`src/rtl/alu_pkg.sv`:
```
// rtl/alu_pkg.sv - shared opcode, flag index and issue-FSM definitions
package alu_pkg;

  localparam logic [2:0] OP_ADDU = 3'b000;
  localparam logic [2:0] OP_ADDS = 3'b001;
  localparam logic [2:0] OP_SUBU = 3'b010;
  localparam logic [2:0] OP_SUBS = 3'b011;
  localparam logic [2:0] OP_AND  = 3'b100;
  localparam logic [2:0] OP_OR   = 3'b101;
  localparam logic [2:0] OP_XOR  = 3'b110;
  localparam logic [2:0] OP_SHR  = 3'b111;

  localparam int FLG_CARRY = 2;
  localparam int FLG_OVF   = 1;
  localparam int FLG_ZERO  = 0;

  typedef enum logic [1:0] {
    ST_IDLE = 2'd0,
    ST_EXEC = 2'd1,
    ST_RESP = 2'd2
  } issue_state_t;

endpackage

```
`src/rtl/alu_issue_ctrl.sv`:
```
// rtl/alu_issue_ctrl.sv - single-outstanding request sequencer around the registered team ALU
module alu_issue_ctrl
  import alu_pkg::*;
#(
  parameter int NUMBITS = 16,
  parameter int ALU_LAT = 1,
  parameter int TAGW    = 4
) (
  input  logic               clk,
  input  logic               reset,
  input  logic               req_valid,
  output logic               req_ready,
  input  logic [NUMBITS-1:0] req_a,
  input  logic [NUMBITS-1:0] req_b,
  input  logic [2:0]         req_op,
  input  logic [TAGW-1:0]    req_tag,
  output logic [NUMBITS-1:0] alu_a,
  output logic [NUMBITS-1:0] alu_b,
  output logic [2:0]         alu_op,
  input  logic [NUMBITS-1:0] alu_result,
  input  logic               alu_carryout,
  input  logic               alu_overflow,
  output logic               rsp_valid,
  input  logic               rsp_ready,
  output logic [NUMBITS-1:0] rsp_result,
  output logic [2:0]         rsp_flags,
  output logic [TAGW-1:0]    rsp_tag,
  input  logic               clr_sticky,
  output logic [1:0]         sticky_flags,
  output logic               busy
);

  localparam int CNTW = (ALU_LAT < 1) ? 1 : $clog2(ALU_LAT + 1);

  issue_state_t       state_q, state_d;
  logic [CNTW-1:0]    cnt_q, cnt_d;
  logic [NUMBITS-1:0] alu_a_q, alu_a_d;
  logic [NUMBITS-1:0] alu_b_q, alu_b_d;
  logic [2:0]         alu_op_q, alu_op_d;
  logic [TAGW-1:0]    tag_q, tag_d;
  logic [NUMBITS-1:0] rsp_result_q, rsp_result_d;
  logic [2:0]         rsp_flags_q, rsp_flags_d;
  logic [TAGW-1:0]    rsp_tag_q, rsp_tag_d;
  logic [1:0]         sticky_q, sticky_d;
  logic               accept;
  logic               capture;

  assign req_ready = reset && ((state_q == ST_IDLE) ||
                               ((state_q == ST_RESP) && rsp_ready));
  assign accept    = req_valid && req_ready;
  assign capture   = (state_q == ST_EXEC) && (cnt_q == CNTW'(ALU_LAT));

  always_comb begin
    state_d      = state_q;
    cnt_d        = cnt_q;
    alu_a_d      = alu_a_q;
    alu_b_d      = alu_b_q;
    alu_op_d     = alu_op_q;
    tag_d        = tag_q;
    rsp_result_d = rsp_result_q;
    rsp_flags_d  = rsp_flags_q;
    rsp_tag_d    = rsp_tag_q;

    unique case (state_q)
      ST_IDLE: ;
      ST_EXEC: begin
        cnt_d = cnt_q + CNTW'(1);
        if (capture) begin
          rsp_result_d            = alu_result;
          rsp_flags_d[FLG_CARRY]  = alu_carryout;
          rsp_flags_d[FLG_OVF]    = alu_overflow;
          rsp_flags_d[FLG_ZERO]   = (alu_result == '0);
          rsp_tag_d               = tag_q;
          state_d                 = ST_RESP;
        end
      end
      ST_RESP: if (rsp_ready) state_d = ST_IDLE;
      default: state_d = ST_IDLE;
    endcase

    // Accept overrides the RESP->IDLE retire so a back-to-back request goes straight to EXEC.
    if (accept) begin
      alu_a_d  = req_a;
      alu_b_d  = req_b;
      alu_op_d = req_op;
      tag_d    = req_tag;
      cnt_d    = '0;
      state_d  = ST_EXEC;
    end

    sticky_d = (clr_sticky ? 2'b00 : sticky_q) |
               (capture ? {alu_carryout, alu_overflow} : 2'b00);
  end

  always_ff @(posedge clk) begin
    if (!reset) begin
      state_q      <= ST_IDLE;
      cnt_q        <= '0;
      alu_a_q      <= '0;
      alu_b_q      <= '0;
      alu_op_q     <= '0;
      tag_q        <= '0;
      rsp_result_q <= '0;
      rsp_flags_q  <= '0;
      rsp_tag_q    <= '0;
      sticky_q     <= '0;
    end else begin
      state_q      <= state_d;
      cnt_q        <= cnt_d;
      alu_a_q      <= alu_a_d;
      alu_b_q      <= alu_b_d;
      alu_op_q     <= alu_op_d;
      tag_q        <= tag_d;
      rsp_result_q <= rsp_result_d;
      rsp_flags_q  <= rsp_flags_d;
      rsp_tag_q    <= rsp_tag_d;
      sticky_q     <= sticky_d;
    end
  end

  assign alu_a        = alu_a_q;
  assign alu_b        = alu_b_q;
  assign alu_op       = alu_op_q;
  assign rsp_valid    = (state_q == ST_RESP);
  assign rsp_result   = rsp_result_q;
  assign rsp_flags    = rsp_flags_q;
  assign rsp_tag      = rsp_tag_q;
  assign sticky_flags = sticky_q;
  assign busy         = (state_q != ST_IDLE);

endmodule

```
`config.mk`:
```
export PLATFORM = sky130hd
export DESIGN_NAME = alu_issue_ctrl
export DESIGN_NICKNAME = d
export VERILOG_FILES = /design/src/rtl/alu_pkg.sv /design/src/rtl/alu_issue_ctrl.sv
export SDC_FILE = /design/constraint.sdc
export NUM_CORES = 1
export LEC_CHECK = 0
export CAP_MARGIN = 30
export CORE_ASPECT_RATIO = 1.75
export CORE_MARGIN = 3
export CORE_UTILIZATION = 44
export DETAILED_ROUTE_END_ITERATION = 16
export PLACE_DENSITY = 0.84
export SETUP_SLACK_MARGIN = 0.3
export SYNTH_ARGS = -nofsm -noshare
export SYNTH_HDL_FRONTEND = slang
export SYNTH_SLANG_ARGS = --single-unit
```
`constraint.sdc`:
```
create_clock -name clk -period 3.7 [get_ports clk]
set_input_delay 0.555 -clock clk [delete_from_list [all_inputs] [get_ports clk]]
set_output_delay 0.555 -clock clk [all_outputs]
set_load 0.01 [all_outputs]
```
* Yosys cells after proc, flatten, opt, wreduce, memory -nomap -nowiden
Index checks and enable logic that the tools add are counted.
** Storage, ports and cells
- Register bits :: 67
- Latch bits :: 0
- Memory bits (writable) :: 0
- Memory bits (read-only) :: 0
- Output and inout port bits :: 63
- Word-level logic and storage cells :: 40
- Memories kept :: 0
** Cells by class
- Add/sub/neg operators :: 1
- Multiply operators :: 0
- Divide/modulo/power cells :: 0
- Order comparisons :: 0
- Equality and inequality tests :: 7
- Shift-type cells :: 0
- Multiplexer cells :: 6
- Bitwise logic cells :: 3
- Reductions and logical operators :: 12
** Operators with widths (number)
- 16-bit zero test :: 1
- 2-bit two-way mux :: 4
- 2-bit one-hot mux with 3 select lines :: 1
- 3-bit AND reduction :: 2
- 1-bit logical AND :: 4
- 2-bit inequality test, second input constant :: 2
- 3-bit by 1-bit inequality test with 1-bit output, second input constant :: 1
- 3-bit inequality test, second input constant :: 1
- 2-bit by 1-bit == test with 1-bit output, second input constant :: 1
- 2-bit == test, second input constant :: 1
- 2-bit zero test :: 1
- 2-bit by 1-bit inequality test with 1-bit output, second input constant :: 1
- 1-bit NOT :: 2
- 2-bit OR :: 1
- 2-bit AND reduction :: 1
- 2-bit nonzero test :: 1
- 2-bit OR reduction :: 1
- 1-bit adder, second input constant :: 1
- 1-bit logical OR :: 1
- 1-bit two-way mux :: 1

* Logic depth before layout (Yosys ltp)
Gate-level depths: netlist (run 1).
- Depth after elaboration :: 7
- Depth in mapped cells :: 5
- Mapped depth without buffers :: 3

* Worst setup path after synthesis (run 1)
Ideal clock, no wire load.
- Path type :: input to output
- From :: input port rsp_ready
- To :: output port req_ready
- Data arrival time :: 1.058 ns
- Data required time :: 3.145 ns
- Path slack :: 2.087 ns
- Stages on the path :: 4
- Path buffers :: 2
- Cell sequence :: nor2b_1 > clkbuf_1 > buf_4 > nor2_1
** Between the ends
- Longest elaborated chain between the ends :: 3
** RTL lines
- from (decl) :: RTL line alu_issue_ctrl.sv:24 : input logic rsp_ready,
- 1-bit logical AND :: RTL line alu_issue_ctrl.sv:49 : ((state_q == ST_RESP) && rsp_ready));
- 1-bit logical OR :: RTL line alu_issue_ctrl.sv:48 : assign req_ready = reset && ((state_q == ST_IDLE) ||
- 1-bit logical AND :: RTL line alu_issue_ctrl.sv:48
- to (decl) :: RTL line alu_issue_ctrl.sv:12 : output logic req_ready,
Every way passes these cells.

* Final worst setup path (run 1)
- From :: input port reset
- To :: output port req_ready
** Between the ends
- Longest elaborated chain between the ends :: 1
** RTL lines
- from (decl) :: RTL line alu_issue_ctrl.sv:10 : input logic reset,
- 1-bit logical AND :: RTL line alu_issue_ctrl.sv:48
Every way passes these cells.

==> out/summary.txt, run 1 <==
status - finished clean
worst path cell trace - clkdlybuf4s50_1 > nand2b_2 > nor2_1 > clkdlybuf4s50_1
Port Buffers - 124
crit path max fanout - 6
max-cap viol count - 0
Via density - 5.725
routed vias - 2897
Yosys warnings - 0
Sink Count - 67
TritonRoute pass-1 iters - 4
mapped cell area - 2714 µm²
Clk pwr share - 35.3%
GR Util met1 - 27.33%
global route hottest layer - met2
vias in the first global route - 2760
drt drc - 0
Tot GR Track Use - 24.71%
global-route wire length before repair - 13700 µm
Least-Margin Pin Slew - 0.7940 ns
switching share of power - 25.15%
Peak supply drop - 0.2597 mV
Max Slew Vio Count - 0
latest clock arrival within the worst-skew pair - 0.33 ns
max incr delay on CP - 0.63 ns
Seq pwr share - 49.5%
Final #Nets - 485
hold buffers post-CTS - 0
RSZ-0062 raised after global routing - no
Clock transition at path regs - 0.07 ns
Final min period - 2.499 ns
CTS buffer count - 9
largest net degree at the start of global routing - 41
Avg WL per Cell - 17.25 µm
Crit path required time - 3.14 ns
Final Hold Viols - 0
Worst path slowest cell - clkdlybuf4s50_1
die extent in x - 65.37 µm
H-tree depth - 3
crit end category - output port
Fmax - 0.4002 GHz
CTS tree - yes
Die ar. - 7183 µm²
post-CTS setup buffers - 0
critical path depth in cells - 4
RePlAce Congestion - 0.8805
commonest non-fill, non-tap cell in the layout - clkdlybuf4s50_1
Slew headroom - 47.07%
hpwl dp - 5880 µm
Crit path max-delay family - buffers and inverters
final worst slack - 1.201 ns
critical path type - input port to output port
Place WS - 1.220 ns
syn avg cell area - 8.534 µm²
met3 Resource Use GR - 3.476%
# resized after CTS - 0
commonest cells after routing, fill and taps aside - clkdlybuf4s50_1, dfxtp_1, a21oi_1
Buf+Inv Stages, Crit Path - 2
PwrDens - 370.3 nW/µm²
Initial Util - 45.80%
P&R area growth vs syn - 53.07%
logic gate share of total power - 15.3%
setup_tns - 0 ns
Cell variety after synth - 26
total congestion overflow - 0
Leak - 1.406 nW
# diodes - 0
period utilization - 67.53%
Yosys reg bits - 67
Cell Area, Placed - 3974 µm²
Critical Path Source Type - input port
Hold Path Depth - 2
post-synthesis sequential area ratio - 49.42%
CP most frequent cell - clkdlybuf4s50_1
core area - 5926 µm²
Die Y - 109.9 µm
R2R cell count - 4
design area - 4154 µm²
met2 usage - 43.65%
clock buffer depth - 2
# setup viols final - 0
Antenna Nets Post-Route - 0
internal cell power - 1.151 mW
syn_nets - 380
Clock Skew - 0.006278 ns
arrival time at the worst endpoint - 1.94 ns
Net Switching - 386.9 µW
Top Ports - 125
1st-iter DRT viols - 183
initial antenna violation count - 0
clk root buf - clkbuf_8
Routed WL - 8726 µm
path type of the worst min-delay path - flop to flop
row count - 37
Mapped Cells - 318
layout cells sized above 1 - 6.308%
worst reg2reg max path, delay by kind of cell, from the launching register on:
family	cells	cell delay (ns)
AOI/OAI and AO/OA	1	0.15
buffers and inverters	1	0.38
and+or+nand+nor	2	0.75
DFF	1	0.38
kinds of logic after synthesis:
kind of cell	count (synthesis)	synth area share, %
simple gates	106	20.42
compound gates	105	23.14
flops	67	49.42
buf+inv	39	6.685
xor+xnor	1	0.3228
path summary, 6_finish.rpt:
path,slack [ns],endpoint,startpoint
max reg2reg,1.98,alu_a[3],state_q[0]
min reg2reg,0.45,rsp_result[12],rsp_result[12]
min,0.45,rsp_result[12],rsp_result[12]
max,1.20,req_ready,reset
registers in the layout, indices dropped and copies added (netlist names):
signal        flops
rsp_tag           4
rsp_flags         3
state_q           2
alu_b            16
sticky_flags      2
alu_a            16
cnt_q             1
alu_op            3
rsp_result       16
tag_q             4
cell usage after synthesis, drive strengths merged:
library cell / count / area share [%]
nand2: 44 / 6.1
nor4b: 1 / 0.32
nor2b: 4 / 0.92
and2b: 1 / 0.28
o31ai: 39 / 11
nor3: 2 / 0.37
o21a: 2 / 0.55
buf: 17 / 3.6
o21ai: 1 / 0.18
dfxtp: 67 / 49
or4: 1 / 0.28
xnor2: 1 / 0.32
inv: 2 / 0.28
nand3: 1 / 0.18
nand2b: 4 / 0.92
or2: 1 / 0.23
clkbuf: 20 / 2.8
nor2: 3 / 0.41
nor4: 2 / 0.46
a21oi: 63 / 12
nand3b: 1 / 0.41
and3b: 1 / 0.32
nand4: 40 / 9.2
per-layer routing:
layer / routed length, µm / vias to the layer above / share of wire (%)
met5: 0 / - / 0
met2: 4767 / 121 / 55
met3: 468 / 24 / 5.4
li1: - / 1378 / -
met1: 3165 / 1374 / 36
met4: 325 / 0 / 3.7
power by group through the flow:
| stage | clock network (mW) | registers, mW | logic, mW |
|---|---|---|---|
| floorplan | 0 | 0.785 | 0.0864 |
| global placement | 0 | 0.775 | 0.226 |
| detailed placement | 0 | 0.777 | 0.234 |
| CTS | 0.555 | 0.761 | 0.236 |
| global route | 0.581 | 0.763 | 0.252 |
| finish | 0.543 | 0.761 | 0.235 |
through the flow:
stage	hold slack, ns	power [mW]	utilization, %	cells
after detailed placement	0.4453	1.011	67.06	490
after global placement	0.4404	1.001	66.26	488
after global routing	0.4694	1.596	70.10	506
final	0.4547	1.538	70.10	506
after floorplan	0.4322	0.8713	-	318
after CTS	0.4549	1.551	70.10	506
layout make-up:
| type | instances | area, µm² |
|---|---|---|
| clock buffer | 12 | 155.1 |
| clock inverter | 4 | 25.02 |
| fill | 483 | 1772 |
| inverter | 2 | 7.507 |
| multi-input combinational | 212 | 1201 |
| sequential | 67 | 1341 |
| tap | 78 | 97.59 |
| timing repair buffer | 131 | 1326 |
(Power assumes the default switching activity.)
==> run 2: changes to the inputs <==
- CORE_UTILIZATION: 44 -> 37
- PLACE_DENSITY: 0.84 -> 0.75
- clock period: 3.7 -> 2.1 ns (I/O delays scaled with it)
==> run 2 against run 1 <==
  * Combinational power up 78%
  * Routed wire length grew 0.64%
  * Clock-buffer cell count unchanged
  * Via count down 1.3%
  * Design area up 3.7%
  * Core utilization is 8.6 points lower
  * Critical path type is now flop to output port
  * Non-clock buffer count up 7
  * Largest power group is now the clock network
  * Sequential share of layout area shrank 1.1 points
  * Critical endpoint is now rsp_valid
  * Register-to-register slack lost 1.4 ns
==> out/summary.txt, run 2 (synthesis gave the netlist of run 1 again) <==
status - finished clean
Die Y - 119.3 µm (+8.6%)
die extent in x - 70.74 µm (+8.2%)
period utilization - 81.28%
row count - 40 (+8.1%)
crit end category - output port
Antenna Nets Post-Route - 0 (unchanged)
Setup crit start - state_q[1]
path type of the worst min-delay path - flop to flop
total congestion overflow - 0 (unchanged)
Leak - 1.492 nW (+6.1%)
Port Buffers - 124 (unchanged)
filler cell count - 663 (+37%)
commonest non-fill, non-tap cell in the layout - clkdlybuf4s50_1
Final min period - 1.707 ns
Seq pwr share - 42.9% (-6.6 points)
Final #Nets - 492 (+1.4%)
Least-Margin Pin Slew - 0.4581 ns (-0.3359 ns)
P&R area growth vs syn - 58.78%
layout cells sized above 1 - 8.276% (+2.0 points)
commonest cells after routing, fill and taps aside - clkdlybuf4s50_1, dfxtp_1, a21oi_1
Fmax - 0.5859 GHz
1st-iter DRT viols - 151 (-17%)
Buf+Inv Stages, Crit Path - 1 (-1)
Via density - 5.511 (-3.8%)
Register Area - 1343 µm² (about the same)
internal cell power - 2.402 mW (+110%)
Routed WL - 8782 µm (+0.64%)
final core utilization - 61.50% (-8.6 points)
Sink Count - 67 (unchanged)
initial antenna violation count - 0 (unchanged)
Net Switching - 730.4 µW (+89%)
Slew headroom - 69.46% (+22 points)
Hold Crit Start - tag_q[2]
CTS buffer count - 9 (unchanged)
CTS tree - yes
hold buffers post-CTS - 0 (unchanged)
vias in the first global route - 2857 (+3.5%)
Top Ports - 125 (unchanged)
logic gate share of total power - 13.3% (-2.0 points)
hpwl dp - 6092 µm (+3.6%)
Placed Instances - 503 (+2.7%)
Initial Util - 38.73% (-7.1 points)
Clk pwr share - 43.8% (+8.5 points)
setup_tns - 0 ns (unchanged)
Peak supply drop - 0.6013 mV (+130%)
core area - 7007 µm² (+18%)
Tot GR Track Use - 20.65% (-4.1 points)
total power - 3.133 mW (+100%)
max incr delay on CP - 0.56 ns (-0.07 ns)
largest net degree at the start of global routing - 42 (+2.4%)
switching share of power - 23.31% (-1.8 points)
final worst slack - 0.3932 ns (-0.8081 ns)
worst r2r src - state_q[0]
Clock transition at path regs - 0.05 ns (-0.02 ns)
Crit path max-delay family - buffers and inverters
PwrDens - 727.0 nW/µm² (+96%)
Place WS - 0.2067 ns (-1.013 ns)
critical path type - flop to output port
TritonRoute pass-1 iters - 4 (unchanged)
RePlAce Congestion - 0.8093 (-8.1%)
crit path max fanout - 7 (+1)
Clock Skew - 0.006230 ns (-0.00004802 ns)
Avg WL per Cell - 16.92 µm (-1.9%)
worst path cell trace - nor2b_1 > clkdlybuf4s50_1
clock buffer depth - 2 (unchanged)
Max Slew Vio Count - 0 (unchanged)
Crit path required time - 1.78 ns (-1.36 ns)
latest clock arrival within the worst-skew pair - 0.32 ns (about the same)
arrival time at the worst endpoint - 1.39 ns (-0.55 ns)
Final Hold Viols - 0 (unchanged)
global-route wire length before repair - 13920 µm (+1.7%)
# setup viols final - 0 (unchanged)
area occupied by multi-input gates - 1204 µm² (+0.21%)
non-filler cells, final - 519 (+2.6%)
# diodes - 0 (unchanged)
routed vias - 2860 (-1.3%)
max-cap viol count - 0 (unchanged)
Critical Path Source Type - flop
Die ar. - 8439 µm² (+17%)
drt drc - 0 (unchanged)
Worst path slowest cell - clkdlybuf4s50_1
clk root buf - clkbuf_16
H-tree depth - 3 (unchanged)
RSZ-0062 raised after global routing - no
run 2: stage by stage:
step	area [µm²]	hold slack, ns
3_5_place_dp	4029	0.4449
6_report	4309	0.4526
5_1_grt	4309	0.4786
3_3_place_gp	4029	0.4410
4_1_cts	4308	0.4531
2_1_floorplan	2714	0.4322
run 2: area by class of cell:
cell class | instances | area share (%)
Clock buffer | 12 | 5.952
Clock inverter | 4 | 0.5807
Inverter | 2 | 0.1742
Multi-Input combinational cell | 212 | 27.93
Sequential cell | 67 | 31.16
Tap cell | 84 | 2.439
Timing Repair Buffer | 138 | 31.77
run 2: power groups by stage:
stage,clock [mW],combinational [mW],sequential [mW]
global placement,0,0.417,1.37
finish,1.37,0.418,1.34
floorplan,0,0.152,1.38
detailed placement,0,0.420,1.37
CTS,1.41,0.421,1.34
global route,1.48,0.447,1.35
run 2: tightest hold or removal path: stages (launching register included):
cell     delay (ns)
dfxtp_1        0.30
nand2_1        0.05
a21oi_1        0.05
run 2: path summary, 6_finish.rpt:
path / endpoint / slack, ns / depth (start not counted)
setup / recovery: rsp_valid / 0.39 / 2
hold / removal: rsp_tag[2] / 0.45 / 2
setup reg to reg: state_q[0] / 0.62 / 4
hold reg to reg: rsp_tag[2] / 0.45 / 2
run 2: what timing repair did:
item	4_1_cts	5_1_grt
endpoints found under the setup margin	2	1
gates resized for setup	2	1
pin swaps	0	0
buffers inserted	0	0
cloned	0	0
run 2: per-layer routing:
metal / wire, µm / GRT usage [%] / vias up
li1: - / - / 1394
met1: 3348 / 22.47 / 1341
met2: 4673 / 36.22 / 100
met3: 390 / 3.547 / 25
met4: 370 / 12.59 / 0
met5: 0 / 0 / -
==> run 3: changes to the inputs <==
- clock period: 2.1 -> 1.4 ns (I/O delays scaled with it)
==> run 3 against run 2 <==
  * Flip-flop and latch count did not move
  * Register-to-register slack got worse by 0.53 ns
  * First-iteration DRC count rose by 13%
  * Clock power rose by 49%
  * Clock skew rose by 0.00068 ns
  * Critical path type is now flop to flop
  * Largest power group unchanged
  * Combinational power rose by 87%
  * Critical endpoint is now alu_op[0]
  * Sequential share of layout area fell by 1.9 points
  * Global-route usage rose by 0.76 points
  * Design area rose by 7.8%
  * Critical path depth rose by 4
  * Final cell count rose by 3.5%
==> out/summary.txt, run 3 (synthesis gave the netlist of run 1 again) <==
critical path type - flop to flop
total congestion overflow - 0 (unchanged)
Max Slew Vio Count - 0 (unchanged)
Net Switching - 1.201 mW (+64%)
CTS tree - yes
Seq pwr share - 41.7% (-1.2 points)
path type of the worst min-delay path - flop to flop
Fmax - 0.7619 GHz
# setup viols final - 0 (unchanged)
commonest non-fill, non-tap cell in the layout - clkdlybuf4s50_1
Die Y - 119.3 µm (unchanged)
initial antenna violation count - 0 (unchanged)
Slew headroom - 71.42% (+2.0 points)
Die ar. - 8439 µm² (unchanged)
core area - 7007 µm² (unchanged)
clock buffer depth - 2 (unchanged)
Reg2Reg Setup Slack - 0.09 ns (-0.53 ns)
Via density - 5.700 (+3.4%)
Final #Nets - 511 (+3.9%)
internal cell power - 3.635 mW (+51%)
Avg WL per Cell - 18.13 µm (+7.2%)
crit path max fanout - 8 (+1)
latest clock arrival within the worst-skew pair - 0.33 ns (about the same)
final hold slack - 0.4487 ns (-0.003906 ns)
RSZ-0062 raised after global routing - yes
Cell Area, Placed - 4160 µm² (+3.3%)
Worst path slowest cell - dfxtp_4
arrival time at the worst endpoint - 1.57 ns (+0.18 ns)
worst path cell trace - buf_6 > and2b_4 > buf_12 > buf_12 > nand4_1 > a21oi_2
hold buffers post-CTS - 0 (unchanged)
Peak supply drop - 0.9008 mV (+50%)
Sink Count - 67 (unchanged)
crit end category - flop
global-route wire length before repair - 14420 µm (+3.6%)
final core utilization - 66.29% (+4.8 points)
Least-Margin Pin Slew - 0.4249 ns (-0.03325 ns)
max incr delay on CP - 0.35 ns (-0.21 ns)
hpwl dp - 5861 µm (-3.8%)
routed vias - 3061 (+7.0%)
drt drc - 0 (unchanged)
switching share of power - 24.84% (+1.5 points)
Crit path required time - 1.66 ns (-0.12 ns)
Leak - 1.851 nW (+24%)
Clk pwr share - 42.2% (-1.6 points)
PwrDens - 1041 nW/µm² (+43%)
commonest cells after routing, fill and taps aside - clkdlybuf4s50_1, dfxtp_1, buf_2
Antenna Nets Post-Route - 0 (unchanged)
Critical Path Source Type - flop
Port Buffers - 124 (unchanged)
Top Ports - 125 (unchanged)
logic gate share of total power - 16.2% (+2.9 points)
Final min period - 1.313 ns
clk root buf - clkbuf_16
layout cells sized above 1 - 39.29% (+31 points)
worst r2r src - state_q[0]
TritonRoute pass-1 iters - 4 (unchanged)
largest net degree at the start of global routing - 41 (-2.4%)
Final Hold Viols - 0 (unchanged)
Tot GR Track Use - 21.41% (+0.76 points)
P&R area growth vs syn - 71.14%
1st-iter DRT viols - 170 (+13%)
row count - 40 (unchanged)
Initial Util - 38.73% (unchanged)
filler cell count - 612 (-7.7%)
Routed WL - 9737 µm (+11%)
Setup crit start - state_q[0]
CP most frequent cell - buf_12
period utilization - 93.76%
Clock Skew - 0.006915 ns (+0.0006845 ns)
max-cap viol count - 0 (unchanged)
CTS buffer count - 9 (unchanged)
design area - 4644 µm² (+7.8%)
status - finished clean
Clock transition at path regs - 0.06 ns (about the same)
Hold Crit Start - tag_q[2]
# diodes - 0 (unchanged)
vias in the first global route - 2935 (+2.7%)
H-tree depth - 3 (unchanged)
die extent in x - 70.74 µm (unchanged)
RePlAce Congestion - 0.8070 (-0.28%)
run 3: cell types whose count changed in the layout (fill, tap and decap cells not counted), moves of 15 or more:
cell and delta:
buf_2 +56, nand2_1 -15, clkdlybuf4s50_1 -62, a21oi_2 +28, a21oi_1 -28
run 3: layout make-up:
class	count	area (µm²)	area share, %
inverter	2	7.507	0.1616
clock buffer	11	242.7	5.226
tap	84	105.1	2.263
clock inverter	4	27.53	0.5927
multi-input combinational	212	1425	30.68
sequential	67	1359	29.26
timing repair buffer	157	1478	31.82
run 3: critical path, delay by kind of cell (launching register included):
family          cells  cell delay (ns)
compound gates      1             0.14
buf+inv             3             0.36
flops               1             0.35
simple gates        2             0.39
run 3: path summary, 6_finish.rpt:
kind | to | cells past startpoint
setup / recovery | alu_op[0] | 6
hold / removal | rsp_tag[2] | 2
setup reg to reg | alu_op[0] | 6
hold reg to reg | rsp_tag[2] | 2
run 3: per-stage QoR:
step / setup WS (ns) / std cells / power, mW / setup TNS (ns)
finish: 0.08741 / 537 / 4.836 / 0
global route: 0.02714 / 537 / 4.996 / 0
floorplan: 0.2567 / 318 / 2.324 / 0
global placement: -0.2916 / 508 / 2.714 / -7.604
detailed placement: -0.2888 / 508 / 2.725 / -8.379
CTS: 0.1027 / 534 / 4.818 / 0
run 3: repair_timing:
action | in CTS | in global routing
pin swaps | 62 | 43
cloned | 4 | 2
setup endpoints to repair | 130 | 96
buffers inserted | 7 | 1
hold endpoints to repair | 0 | 0
resized for setup | 263 | 79
run 3: layer usage:
layer / vias up / global-route usage (%) / wire length (µm)
met2: 121 / 39.30 / 5345
met4: 0 / 10.47 / 378
met1: 1480 / 22.34 / 3446
met3: 26 / 4.561 / 566
met5: - / 0 / 0
li1: 1434 / - / -
run 3: power by group through the flow:
stage	clock, mW	sequential (mW)	combinational (mW)
2_1_floorplan	0	2.07	0.249
5_1_grt	2.15	2.02	0.830
3_5_place_dp	0	2.05	0.672
6_report	2.04	2.01	0.782
3_3_place_gp	0	2.05	0.662
4_1_cts	2.07	2.01	0.740
